`config.mk`:
```
export PLATFORM = sky130hd
export DESIGN_NAME = countdown_timer
export DESIGN_NICKNAME = d
export VERILOG_FILES = /design/src/rtl/countdown_timer.sv
export SDC_FILE = /design/constraint.sdc
export NUM_CORES = 1
export LEC_CHECK = 0
export ABC_AREA = 1
export CAP_MARGIN = 25
export CORE_ASPECT_RATIO = 1.75
export CORE_UTILIZATION = 40
export CTS_BUF_LIST = sky130_fd_sc_hd__clkbuf_4
export DETAILED_ROUTE_END_ITERATION = 10
export HOLD_SLACK_MARGIN = 0.03
export PLACE_DENSITY_LB_ADDON = 0.05
export SLEW_MARGIN = 25
export SYNTH_ARGS = -nofsm -noshare
export SYNTH_HDL_FRONTEND = slang
export SYNTH_SLANG_ARGS = --single-unit
export TNS_END_PERCENT = 100
```
`constraint.sdc`:
```
create_clock -name clk -period 1.6 [get_ports clk]
set_input_delay 0.16 -clock clk [delete_from_list [all_inputs] [get_ports clk]]
set_output_delay 0.16 -clock clk [all_outputs]
set_load 0.03 [all_outputs]
```
`src/rtl/countdown_timer.sv`:
```
// HH:MM:SS BCD countdown timer driven by an external one-second tick.
// Supports load validation, pause/resume, expiry and optional auto-reload.
module countdown_timer #(
  parameter bit AUTO_RELOAD = 1'b0
) (
  input  logic        clk,
  input  logic        resetN,
  input  logic        tick,
  input  logic        load,
  input  logic        start,
  input  logic        pause,
  input  logic [23:0] timeBitsIn,
  output logic [23:0] timeBitsOut,
  output logic [1:0]  timerState,
  output logic        done,
  output logic        expired,
  output logic        loadError
);

  typedef enum logic [1:0] {
    IDLE    = 2'b00,
    RUN     = 2'b01,
    PAUSED  = 2'b10,
    EXPIRED = 2'b11
  } timerStateT;

  timerStateT  stateR, stateNext;
  logic [23:0] countR, countNext;
  logic [23:0] reloadR, reloadNext;
  logic        doneR, doneNext;
  logic        loadErrorR, loadErrorNext;
  logic        expiredR;

  // Hours are capped at 23, so the hours-tens digit is checked together with the units.
  function automatic logic isValidBcd(input logic [23:0] t);
    return (t[3:0] <= 4'd9) && (t[7:4] <= 4'd5) &&
           (t[11:8] <= 4'd9) && (t[15:12] <= 4'd5) &&
           (t[19:16] <= 4'd9) && (t[23:20] <= 4'd2) &&
           !((t[23:20] == 4'd2) && (t[19:16] > 4'd3));
  endfunction

  // Ripple borrow from seconds upward; only called with a non-zero count.
  function automatic logic [23:0] decBcd(input logic [23:0] t);
    logic [23:0] r;
    logic        borrow;
    logic [3:0]  maxDigit;
    r      = t;
    borrow = 1'b1;
    for (int i = 0; i < 6; i++) begin
      maxDigit = ((i == 1) || (i == 3)) ? 4'd5 : 4'd9;
      if (borrow) begin
        if (r[4*i +: 4] == 4'd0) begin
          r[4*i +: 4] = maxDigit;
          borrow      = 1'b1;
        end else begin
          r[4*i +: 4] = r[4*i +: 4] - 4'd1;
          borrow      = 1'b0;
        end
      end else begin
        borrow = 1'b0;
      end
    end
    return r;
  endfunction

  // Next-state logic with priority load > pause > start > tick.
  always_comb begin
    countNext     = countR;
    reloadNext    = reloadR;
    stateNext     = stateR;
    doneNext      = 1'b0;
    loadErrorNext = 1'b0;
    if (load) begin
      if (isValidBcd(timeBitsIn)) begin
        countNext  = timeBitsIn;
        reloadNext = timeBitsIn;
        stateNext  = IDLE;
      end else begin
        loadErrorNext = 1'b1;
      end
    end else if (pause) begin
      if (stateR == RUN) begin
        stateNext = PAUSED;
      end else begin
        stateNext = stateR;
      end
    end else if (start && (stateR != RUN)) begin
      case (stateR)
        IDLE: begin
          if (countR != 24'h000000) begin
            stateNext = RUN;
          end else begin
            stateNext = IDLE;
          end
        end
        PAUSED: stateNext = RUN;
        EXPIRED: begin
          if (reloadR != 24'h000000) begin
            countNext = reloadR;
            stateNext = RUN;
          end else begin
            stateNext = EXPIRED;
          end
        end
        default: stateNext = IDLE;
      endcase
    end else if (tick && (stateR == RUN)) begin
      if (countR == 24'h000001) begin
        doneNext = 1'b1;
        if (AUTO_RELOAD) begin
          countNext = reloadR;
        end else begin
          countNext = 24'h000000;
          stateNext = EXPIRED;
        end
      end else if (countR == 24'h000000) begin
        stateNext = EXPIRED;
      end else begin
        countNext = decBcd(countR);
      end
    end else begin
      stateNext = stateR;
    end
  end

  // State and output registers.
  always_ff @(posedge clk or negedge resetN) begin
    if (!resetN) begin
      stateR     <= IDLE;
      countR     <= 24'h000000;
      reloadR    <= 24'h000000;
      doneR      <= 1'b0;
      loadErrorR <= 1'b0;
      expiredR   <= 1'b0;
    end else begin
      stateR     <= stateNext;
      countR     <= countNext;
      reloadR    <= reloadNext;
      doneR      <= doneNext;
      loadErrorR <= loadErrorNext;
      expiredR   <= (stateNext == EXPIRED);
    end
  end

  assign timeBitsOut = countR;
  assign timerState  = stateR;
  assign done        = doneR;
  assign expired     = expiredR;
  assign loadError   = loadErrorR;

endmodule

```
; ---- Word-level counts from Yosys, hierarchy flattened
; Index checks and enable logic that the tools add are counted.
; Widths: inputs -> output; s select.
[word_totals]
regBits = 53
in_bits = 30
output_inout_bits = 29
[classes]
add_sub_neg = 6
magnitude_cmp = 7
eq_ne = 12
n_mux = 77
reduce_logical = 33
[ops]
columns = cell, count
row1 = $mux 24, 9
row2 = $reduce_bool 24->1, 2
row3 = $mux 1, 47
row4 = $mux 4, 11
row5 = $reduce_and 7->1, 5
row6 = $eq 24x1->1 const B, 1
row7 = $logic_not 24->1, 1
row8 = $logic_not 4->1, 6
row9 = $sub 4x1->4 const B, 6
row10 = $reduce_bool 4->1, 5
row11 = $mux 2, 9
row12 = $le 4x4->1 const B, 3
row13 = $logic_and 1x1->1, 9
row14 = $le 4x3->1 const B, 2
row15 = $eq 2x2->1 const B, 3
row16 = $ne 3x2->1 const B, 2
row17 = $pmux 2 s3, 1
row18 = $reduce_and 6->1, 1
row19 = $eq 4x2->1 const B, 1
row20 = $gt 4x2->1 const B, 1
row21 = $le 4x2->1 const B, 1
row22 = $ne 2x1->1 const B, 2
row23 = $ne 4x4->1 const B, 1
row24 = $reduce_bool 3->1, 1
row25 = other kinds (5), 5

; ---- Logic depth before layout (Yosys ltp)
[logic_depth]
word_depth = 43
mapped_depth = 13
depth_no_buf = 13

; ---- Least setup slack after synthesis
; Ideal clock, no wire load.
[synth_timing]
path_kind = flip-flop to flip-flop
startpoint = register countR[16], in the netlist timeBitsOut[16]
endpoint = register countR[0], in the netlist timeBitsOut[0]
arrival_time_ns = 1.787
t_required_ns = 1.482
path_slack_ns = -0.304
stages_incl_launch_ff = 14
synth_period_minus_slack_ns = 1.904
path_cell_list = dfrtp_1 > inv_1 > ha_1 > inv_2 > nor2_2 > nand2_2 > nor2_4 > nand3_2 > nand2_4 > inv_2 > nand2_2 > nand2_1 > nand2_1 > nand2_1
[synth_between]
elab_chain_cells = 6
[synth_lines]
columns = element, line
row1 = start: declaration, 28  ; logic [23:0] countR, countNext;
row2 = start signal: assignment, 137  ; countR <= countNext;
row3 = $eq 24x1->1, 108  ; if (countR == 24'h000001) begin
row4 = $mux 24, 108
row5 = $mux 24, 107  ; end else if (tick && (stateR == RUN)) begin
row6 = $mux 24, 87  ; end else if (start && (stateR != RUN)) begin
row7 = $mux 24, 81  ; end else if (pause) begin
row8 = $mux 24, 73  ; if (load) begin
; Several ways; a longest one is shown, not always the timed one. The select of a mux whose other input is x is not followed.
; A chain may end at the register's enable or synchronous reset.

; ---- Worst setup path in the final report
[layout_timing]
startpoint = register countR[16], in the netlist timeBitsOut[16]
endpoint = register countR[14], in the netlist timeBitsOut[14]
; The elaborated chain is that of the path after synthesis.

==> out/results.ini <==
[outcome]
outcome = complete, but fails checks
violations = negative setup slack

[global_routing]
grt_overflow = 0
grt_pass1_wl_um = 17800
antenna_found_initial = 0
grt-busiest-layer = met2
grt_use_met3_pct = 2.66
grt_usage_pct = 25.4
grt_pass1_vias = 3784
grtUsageMet2_pct = 46.1
gr-usage-met1_pct = 30.5
grt_max_degree = 31

[pwr]
irDropWorstVdd_mv = 0.570
p_sw_w = 0.00326
p_seq_share_pct = 24.9
p_comb_share_pct = 64.2
switching_share_pct = 44.6
power_density_mw_per_mm2 = 1330
p_leak_nw = 2.93
p_int_w = 0.00405
p_clk_share_pct = 10.9

[sta]
setup_viol = 28
fin_worst_skew_ns = 0.0319
relSlewSlack_pct = 59.8
slew_viol_final = 0
tightest_slew_ns = 0.603
max_freq_mhz = 521
grt_setup_unrepaired = true
finalCriticalPeriod_ns = 1.92
layout_setup_ws_ns = -0.318
hold_viol = 0
timing.setup.tns_ns = -7.11
fin_crit_sh_pct = 120

[detailed_routing]
drt-total-wl_um = 11000
antenna_left = 0
wire_per_inst_um = 13.7
drt_first_pass_iters = 4
vias = 3834
vias_per_cell = 4.78
drc = 0
dr.first_iter.drc_count = 205

[floorplanning]
dieArea_mm2 = 0.00906
fp-row-count = 44
die_h_um = 125
io_pins = 59
die_x_um = 72.4
start_util_pct = 41.4
coreArea_mm2 = 0.00837

[final_layout]
layout_commonest_cell = nand2_1
design_area_mm2 = 0.00548
fin_nets = 723
final_layout_size_suffix_gt1_share_pct = 32.2
area_growth_pct = 58.0
final_util_pct = 65.5
final_cell_mix = 162 x nand2_1, 126 x buf_4, 50 x dfrtp_1
antenna_cells = 0

[worst_setup_path]
arrival_ns = 2.25
worst_setup_path_end_kind = flop
worstSetupStartpointType = flop
cp_max_fo = 7
rr_worst_depth = 14
cp.required_ns = 1.93
worstSetupPathType = reg -> reg

[synth]
synth_edf_count = 0
async_flop_share_pct = 100
yosysWarnings = 0
syn-num-nets = 534
syn-cell-area_mm2 = 0.00347
syn-instance-count = 497
ys_seq_area_share_pct = 38.2
avgSynthCellArea_um2 = 6.98
synthFlopType = dfrtp_1
yosysUniqueCellTypes = 31
synth_seq_cells = 53

[placed_design]
postPlaceCellArea_mm2 = 0.00515
hpwl_um = 8600
io_buffers = 58
place_congestion = 0.896

[cts]
cts-htree-levels = 2
cts_tree = built
cts-root-buf = clkbuf_4
path_clk_slew_ns = 0.17
cts_buffers = 5
clockBufferDepth = 2
clkSinkCount = 53
clk_latency_ns = 0.42

[run]
cap_violations = 0

[min_path]
hold_path_class = in -> async

==> layout make-up <==
class                      count  area, um^2
tap                          115         144
sequential                    53        1330
clock inverter                 2        33.8
fill                         800        2890
timing repair buffer         193        1620
clock buffer                   6        45.0
inverter                      57         226
multi-input combinational    376        2080
==> logic make-up after synthesis <==
group           share of synthesized area, %
simple gates                            40.9
buf+inv                                 7.97
compound gates                          9.06
flops                                   38.2
fa+ha+maj                               2.53
xor+xnor                                1.26
==> metal layers <==
metal | vias up | share of wire, %
met3 | 20 | 3.0
met4 | 0 | 3.0
met5 | - | 0
li1 | 1961 | -
met2 | 98 | 52
met1 | 1755 | 42
==> power groups by stage <==
stage,registers [W],logic [W],clock network [W]
after global placement,0.00183,0.00445,0
after global routing,0.00185,0.00507,0.000858
final,0.00182,0.00469,0.000799
after floorplan,0.00251,0.00164,0
after CTS,0.00182,0.00459,0.000821
after detailed placement,0.00185,0.00450,0
==> per-stage QoR <==
stage                     cells  total power (W)  setup slack [ns]  hold WS (ns)
after detailed placement    785          0.00635            -0.511         0.201
after CTS                   799          0.00723            -0.290         0.279
after global placement      785          0.00628            -0.456         0.195
final                       802          0.00731            -0.318         0.254
after global routing        802          0.00779            -0.412         0.288
after floorplan             497          0.00414            -0.218        -0.136
==> flip-flops by register name (all words and copies together), names as in the netlist <==
signal,flops
done,1
expired,1
loadError,1
reloadR,24
timeBitsOut,24
timerState,2
==> critical path, cell delays in order, from the launching register on <==
cell and delay [ns]:
dfrtp_2 0.44, inv_2 0.08, ha_4 0.13, inv_2 0.04
nor2_4 0.09, nand2_2 0.08, nor2_4 0.20, nand3_4 0.12
nand2_4 0.12, nor2_4 0.06, nor2_8 0.15, buf_6 0.16
nand2_4 0.07, nand2_2 0.07, nand2_1 0.05
==> cells in the mapped netlist, types with 3 or more instances <==
| master | instances | area, um^2 |
|---|---|---|
| clkbuf_1 | 3 | 11.3 |
| nor2_4 | 8 | 90.1 |
| nand4_1 | 3 | 18.8 |
| o21bai_1 | 7 | 52.6 |
| buf_2 | 5 | 25.0 |
| o21ai_0 | 33 | 165 |
| ha_1 | 7 | 87.6 |
| nand3_2 | 5 | 50.1 |
| inv_2 | 7 | 26.3 |
| xnor2_1 | 3 | 26.3 |
| nand2_1 | 177 | 664 |
| a21oi_1 | 5 | 25.0 |
| nor3_1 | 4 | 20.0 |
| nor2_1 | 35 | 131 |
| nand3_1 | 55 | 275 |
| inv_1 | 50 | 188 |
| dfrtp_1 | 53 | 1330 |
| nand2_2 | 9 | 56.3 |
| nor2_2 | 6 | 37.5 |
| o211ai_1 | 5 | 37.5 |
==> timing repair <==
item	in CTS	in global routing
gates resized for setup	69	13
hold buffers	1	0
setup buffers	6	3
pin swaps	23	11
endpoints found under the hold margin	23	0
endpoints found under the setup margin	56	28
==> worst paths after layout <==
path / startpoint / end / slack (ns)
max in group asynchronous: resetN / reloadR[1]$_DFFE_PN0P_ / 0.73
max: timeBitsOut[16]$_DFFE_PN0P_ / timeBitsOut[14]$_DFFE_PN0P_ / -0.32
min reg2reg: reloadR[7]$_DFFE_PN0P_ / reloadR[7]$_DFFE_PN0P_ / 0.58
max reg2reg: timeBitsOut[16]$_DFFE_PN0P_ / timeBitsOut[14]$_DFFE_PN0P_ / -0.32
min: resetN / timeBitsOut[11]$_DFFE_PN0P_ / 0.25
min in group clk: timeBitsIn[16] / reloadR[16]$_DFFE_PN0P_ / 0.31
Power figures use the tool's default switching activity.
